## config.mk

```make
export PLATFORM = sky130hd
export DESIGN_NAME = cmd_stream_arbiter
export DESIGN_NICKNAME = d
export VERILOG_FILES = /design/src/rtl/cmd_stream_arbiter.sv
export SDC_FILE = /design/constraint.sdc
export NUM_CORES = 1
export LEC_CHECK = 0
export CORE_UTILIZATION = 47
export CTS_CLUSTER_DIAMETER = 80
export CTS_CLUSTER_SIZE = 16
export DETAILED_ROUTE_END_ITERATION = 8
export PLACE_DENSITY_LB_ADDON = 0.15
export SYNTH_ARGS = -nofsm -noshare
export SYNTH_HDL_FRONTEND = slang
export SYNTH_SLANG_ARGS = --single-unit
```

## constraint.sdc

```tcl
create_clock -name aclk -period 1.75 [get_ports aclk]
set_input_delay 0.35 -clock aclk [delete_from_list [all_inputs] [get_ports aclk]]
set_output_delay 0.35 -clock aclk [all_outputs]
set_load 0.01 [all_outputs]
```

## src/rtl/cmd_stream_arbiter.sv

```systemverilog
// Packet-level two-source AXI-Stream command arbiter with a two-entry output skid buffer.
// Optional stall timeout: define CMD_ARB_STALL_TIMEOUT_EN.
`timescale 1ns / 1ps

module cmd_stream_arbiter #(
  parameter int unsigned CMD_STREAM_WIDTH = 32
) (
  input  logic                        aclk,
  input  logic                        resetn,
  input  logic                        s0_cmd_axis_tvalid,
  output logic                        s0_cmd_axis_tready,
  input  logic                        s0_cmd_axis_tlast,
  input  logic [CMD_STREAM_WIDTH-1:0] s0_cmd_axis_tdata,
  input  logic                        s1_cmd_axis_tvalid,
  output logic                        s1_cmd_axis_tready,
  input  logic                        s1_cmd_axis_tlast,
  input  logic [CMD_STREAM_WIDTH-1:0] s1_cmd_axis_tdata,
  output logic                        m_cmd_axis_tvalid,
  input  logic                        m_cmd_axis_tready,
  output logic                        m_cmd_axis_tlast,
  output logic [CMD_STREAM_WIDTH-1:0] m_cmd_axis_tdata,
  output logic [1:0]                  dbgGrant,
  output logic [15:0]                 dbgBeatCount,
  output logic [7:0]                  dbgPktCount0,
  output logic [7:0]                  dbgPktCount1
);

  typedef enum logic [0:0] {StIdle, StTransfer} state_e;

  state_e                      state_q, state_d;
  logic [1:0]                  grant_q, grant_d;
  logic                        last_served_q, last_served_d;

  logic                        out_valid_q, out_valid_d;
  logic                        out_last_q, out_last_d;
  logic [CMD_STREAM_WIDTH-1:0] out_data_q, out_data_d;
  logic                        spare_valid_q, spare_valid_d;
  logic                        spare_last_q, spare_last_d;
  logic [CMD_STREAM_WIDTH-1:0] spare_data_q, spare_data_d;

  logic [15:0]                 beat_cnt_q, beat_cnt_d;
  logic [7:0]                  pkt_cnt0_q, pkt_cnt0_d;
  logic [7:0]                  pkt_cnt1_q, pkt_cnt1_d;

  logic                        src_ready;
  logic                        in_valid;
  logic                        in_last;
  logic [CMD_STREAM_WIDTH-1:0] in_data;
  logic                        real_acc;
  logic                        push;
  logic                        push_last;
  logic [CMD_STREAM_WIDTH-1:0] push_data;
  logic                        pkt_done;
  logic                        drain;

  // Ready depends only on registered state, so no path from m_cmd_axis_tready.
  assign src_ready          = (state_q == StTransfer) && !spare_valid_q;
  assign s0_cmd_axis_tready = src_ready && grant_q[0];
  assign s1_cmd_axis_tready = src_ready && grant_q[1];

  assign in_valid = (grant_q[0] & s0_cmd_axis_tvalid) | (grant_q[1] & s1_cmd_axis_tvalid);
  assign in_last  = grant_q[1] ? s1_cmd_axis_tlast : s0_cmd_axis_tlast;
  assign in_data  = grant_q[1] ? s1_cmd_axis_tdata : s0_cmd_axis_tdata;
  assign real_acc = src_ready && in_valid;

`ifdef CMD_ARB_STALL_TIMEOUT_EN
  logic [11:0] stall_cnt_q, stall_cnt_d;
  logic        stall_fire;

  // Synthetic NOP terminator waits for skid space so no beat is ever dropped.
  assign stall_fire = (state_q == StTransfer) && !in_valid && (stall_cnt_q == 12'hFFF) &&
                      !spare_valid_q;
  assign push       = real_acc || stall_fire;
  assign push_last  = stall_fire || in_last;
  assign push_data  = stall_fire ? '0 : in_data;

  always_comb begin
    stall_cnt_d = stall_cnt_q;
    if ((state_q != StTransfer) || real_acc || stall_fire) begin
      stall_cnt_d = '0;
    end else if (!in_valid && (stall_cnt_q != 12'hFFF)) begin
      stall_cnt_d = stall_cnt_q + 12'd1;
    end
  end

  always_ff @(posedge aclk) begin
    if (!resetn) begin
      stall_cnt_q <= '0;
    end else begin
      stall_cnt_q <= stall_cnt_d;
    end
  end
`else
  assign push      = real_acc;
  assign push_last = in_last;
  assign push_data = in_data;
`endif

  assign pkt_done = push && push_last;
  assign drain    = out_valid_q && m_cmd_axis_tready;

  always_comb begin
    state_d       = state_q;
    grant_d       = grant_q;
    last_served_d = last_served_q;
    unique case (state_q)
      StIdle: begin
        if (s0_cmd_axis_tvalid || s1_cmd_axis_tvalid) begin
          state_d = StTransfer;
          // On a tie the source not served last wins.
          if (s0_cmd_axis_tvalid && (!s1_cmd_axis_tvalid || last_served_q)) begin
            grant_d = 2'b01;
          end else begin
            grant_d = 2'b10;
          end
        end
      end
      StTransfer: begin
        if (pkt_done) begin
          state_d       = StIdle;
          grant_d       = 2'b00;
          last_served_d = grant_q[1];
        end
      end
      default: begin
        state_d = StIdle;
        grant_d = 2'b00;
      end
    endcase
  end

  always_comb begin
    out_valid_d   = out_valid_q;
    out_last_d    = out_last_q;
    out_data_d    = out_data_q;
    spare_valid_d = spare_valid_q;
    spare_last_d  = spare_last_q;
    spare_data_d  = spare_data_q;
    if (!out_valid_q || drain) begin
      if (spare_valid_q) begin
        out_valid_d   = 1'b1;
        out_last_d    = spare_last_q;
        out_data_d    = spare_data_q;
        spare_valid_d = 1'b0;
      end else if (push) begin
        out_valid_d = 1'b1;
        out_last_d  = push_last;
        out_data_d  = push_data;
      end else begin
        out_valid_d = 1'b0;
      end
    end else if (push) begin
      spare_valid_d = 1'b1;
      spare_last_d  = push_last;
      spare_data_d  = push_data;
    end
  end

  always_comb begin
    beat_cnt_d = beat_cnt_q;
    pkt_cnt0_d = pkt_cnt0_q;
    pkt_cnt1_d = pkt_cnt1_q;
    if (pkt_done) begin
      beat_cnt_d = '0;
      if (grant_q[0]) pkt_cnt0_d = pkt_cnt0_q + 8'd1;
      if (grant_q[1]) pkt_cnt1_d = pkt_cnt1_q + 8'd1;
    end else if (push && (beat_cnt_q != 16'hFFFF)) begin
      beat_cnt_d = beat_cnt_q + 16'd1;
    end
  end

  always_ff @(posedge aclk) begin
    if (!resetn) begin
      state_q       <= StIdle;
      grant_q       <= 2'b00;
      last_served_q <= 1'b1;
      out_valid_q   <= 1'b0;
      out_last_q    <= 1'b0;
      out_data_q    <= '0;
      spare_valid_q <= 1'b0;
      spare_last_q  <= 1'b0;
      spare_data_q  <= '0;
      beat_cnt_q    <= '0;
      pkt_cnt0_q    <= '0;
      pkt_cnt1_q    <= '0;
    end else begin
      state_q       <= state_d;
      grant_q       <= grant_d;
      last_served_q <= last_served_d;
      out_valid_q   <= out_valid_d;
      out_last_q    <= out_last_d;
      out_data_q    <= out_data_d;
      spare_valid_q <= spare_valid_d;
      spare_last_q  <= spare_last_d;
      spare_data_q  <= spare_data_d;
      beat_cnt_q    <= beat_cnt_d;
      pkt_cnt0_q    <= pkt_cnt0_d;
      pkt_cnt1_q    <= pkt_cnt1_d;
    end
  end

  assign m_cmd_axis_tvalid = out_valid_q;
  assign m_cmd_axis_tlast  = out_last_q;
  assign m_cmd_axis_tdata  = out_data_q;
  assign dbgGrant          = grant_q;
  assign dbgBeatCount      = beat_cnt_q;
  assign dbgPktCount0      = pkt_cnt0_q;
  assign dbgPktCount1      = pkt_cnt1_q;

endmodule

```

==> results.py <==
metrics = {
    "yosys": {
        "synth_top_family_by_area": "compound AO/OA/AOI/OAI gates",
        "ys_seq_area_frac": 0.4363,
        "yosysUniqueCellTypes": 45,
        "yosys.area_share.simple": 0.1647,
        "ys.warnings.count": 0,
        "synth_compound_area_frac": 0.2551,
        "netlist_area_um2": 4772,
        "synth_nets": 623,
        "synthMuxAreaShare": 0.07997,
        "synth-seq-cells": 104,
        "syn_avg_cell_area_um2": 8.692,
        "ys.flop_type": "dfxtp_1",
        "synthAdderAreaFrac": 0.007866,
        "synth-xor-area-share": 0.009177,
        "async_flop_share": 0,
        "synth_edf_count": 0,
        "synth_cells": 549,
    },
    "placement": {
        "dp_cells": 823,
        "place_hpwl_mm": 8.877,
        "place.gp.congestion": 0.8631,
        "place_area_um2": 6571,
        "port_buffers": 140,
    },
    "sta": {
        "post-route-period-util": 0.9806,
        "max_slew_margin": 0.6570,
        "setup_violations": 0,
        "fin_crit_ns": 1.716,
        "worst_slew_pin_slew_ns": 0.5106,
        "finalMaxSlewViolations": 0,
        "max_freq_mhz": 582.7,
        "finalHoldViolations": 0,
        "rsz0062_at_grt": "yes",
        "fin_skew_ns": 0.01665,
    },
    "grt": {
        "grt_pass1_wl_mm": 20.45,
        "grt_max_degree": 88,
        "antenna_found_initial": 0,
        "first_global_vias": 4418,
        "overflow": 0,
        "grt_usage": 0.2437,
    },
    "power": {
        "power_density_nw_per_um2": 649.3,
        "power_w": 0.004526,
        "power_leakage_nw": 2.531,
        "ir_worst_vdd_mv": 0.3693,
    },
    "detailed_routing": {
        "first_iter_violations": 158,
        "via_count": 4892,
        "via_per_inst": 5.769,
        "ant_nets": 0,
        "dr.pass1.iters": 5,
        "drc": 0,
        "routedWlPerCell_um": 16.16,
        "wirelength_mm": 13.71,
    },
    "die": {
        "ioPinCount": 141,
        "start_util": 0.4860,
        "fp.dieW_um": 102.8,
        "rows": 36,
        "fp.dieH_um": 102.8,
        "core_area_um2": 9819,
        "fp.dieArea_um2": 10560,
    },
    "clock_network": {
        "cts_inserted_buffers": 9,
        "clkLatencyLatePin_ns": 0.37,
        "cts_root_buf": "clkbuf_8",
        "h-tree-depth": 3,
        "cts_tree": "built",
        "clk_path_buf_depth": 2,
        "clk_pin_slew_worst_paths_ns": 0.10,
        "cts.sinks": 104,
    },
    "min_path": {
        "hold_class": "reg -> reg",
    },
    "layout": {
        "final_cell_area_um2": 6972,
        "nFillCells": 795,
        "layout.nets": 784,
        "final_common_cell": "clkdlybuf4s50_1",
        "area_growth_pct": 46.09,
        "fin_util": 0.7100,
        "fin_cells": 848,
        "drive_gt1_frac": 0.1566,
        "insertedDiodeCount": 0,
        "mostFrequentLayoutCells": "130 x clkdlybuf4s50_1, 86 x dfxtp_1, 54 x a21oi_1",
    },
    "worst_setup_path": {
        "critPathKind": "reg -> out",
        "worstPathRequired_ns": 1.40,
        "worstPathArrival_ns": 1.37,
        "critPathLaunchType": "register",
        "crit_fanout": 5,
        "endpoint_kind": "output port",
    },
    "job": {
        "maxCapViolations": 0,
    },
    "status": {
        "status": "finished clean",
    },
}
[sequential cells by signal, indices dropped and copies added (netlist names)]
signal             count
last_served_q          1
spare_valid_q          1
m_cmd_axis_tdata      32
m_cmd_axis_tvalid      1
dbgPktCount0           8
state_q                1
dbgBeatCount          16
m_cmd_axis_tlast       1
spare_last_q           1
spare_data_q          32
dbgGrant               2
dbgPktCount1           8
[Yosys cell counts, drive strengths merged (5+ instances only)]
cell type  instances  area, um^2
buf               17       92.59
o21ai             43       215.2
nand4             10       62.56
nor2              42       157.7
mux2i             37       370.4
clkbuf            29       108.9
or4                9       67.56
o31ai             10       75.07
a21oi             56       280.3
nand2             48       180.2
o2111ai           33       289.0
nand3             13       70.07
a211oi            35       262.8
dfxtp            104        2082
or3               11       68.82
inv                5       18.77
[kinds of logic (layout without fill, tap and decap cells)]
family                   Yosys count  count (layout)
AO/OA/AOI/OAI                    189             189
AND/OR/NAND/NOR                  158             158
flip-flops                       104             104
buffers and inverters             52             218
multiplexers                      38              38
XOR/XNOR                           5               5
adder cells (fa/ha/maj)            3               3
[report_power, final]
| group | switching (W) | internal [W] |
|---|---|---|
| logic | 0.000280 | 0.000338 |
| clock network | 0.000897 | 0.000595 |
| registers | 0.0000207 | 0.00240 |
[cell type report]
type                    count  area [um^2]  area share
clock inverters             6        58.81    0.008435
inverters                   6        22.52    0.003230
repair buffers            196         1922      0.2757
well taps                 133        166.4     0.02387
multi-input cells         393         2557      0.3668
clock buffers              10        137.6     0.01974
flip-flops and latches    104         2107      0.3022
[through the flow]
stage                     setup TNS, ns  worst slack [ns]  hold slack, ns
after floorplan                       0           0.02470          0.4218
after global placement           -23.55           -0.3578          0.4568
after detailed placement         -28.60           -0.4295          0.4680
after CTS                       -0.1167          -0.02797          0.4840
after global routing           -0.03907          -0.02221          0.5015
final                                 0           0.03398          0.4815
[worst max-delay path: stages (launching register included)]
cell and delay, ns:
dfxtp_1 0.32, nor2b_1 0.12, buf_4 0.15, and2_1 0.15, dlygate4sd2_1 0.27
[layer usage]
layer / wire length [um] / global-route usage
met1: 5929 / 0.3094
met2: 6777 / 0.4149
met3: 795 / 0.04203
met4: 205 / 0.08992
met5: 0 / 0
[timing repair]
action | CTS | global route
endpoints found under the setup margin | 16 | 66
gates resized for setup | 10 | 34
hold buffers | 0 | 0
gates cloned | 0 | 2
pin swaps | 1 | 3
buffers inserted | 4 | 3
[final timing paths]
check                                           from              endpoint  slack (ns)  cells after the start
worst max-delay path                         state_q    s0_cmd_axis_tready        0.03                      4
worst min-delay path            m_cmd_axis_tdata[31]  m_cmd_axis_tdata[31]        0.48                      2
worst max register to register         spare_valid_q      dbgBeatCount[13]        0.05                      6
worst min register to register  m_cmd_axis_tdata[31]  m_cmd_axis_tdata[31]        0.48                      2
Power figures use the tool's default switching activity.
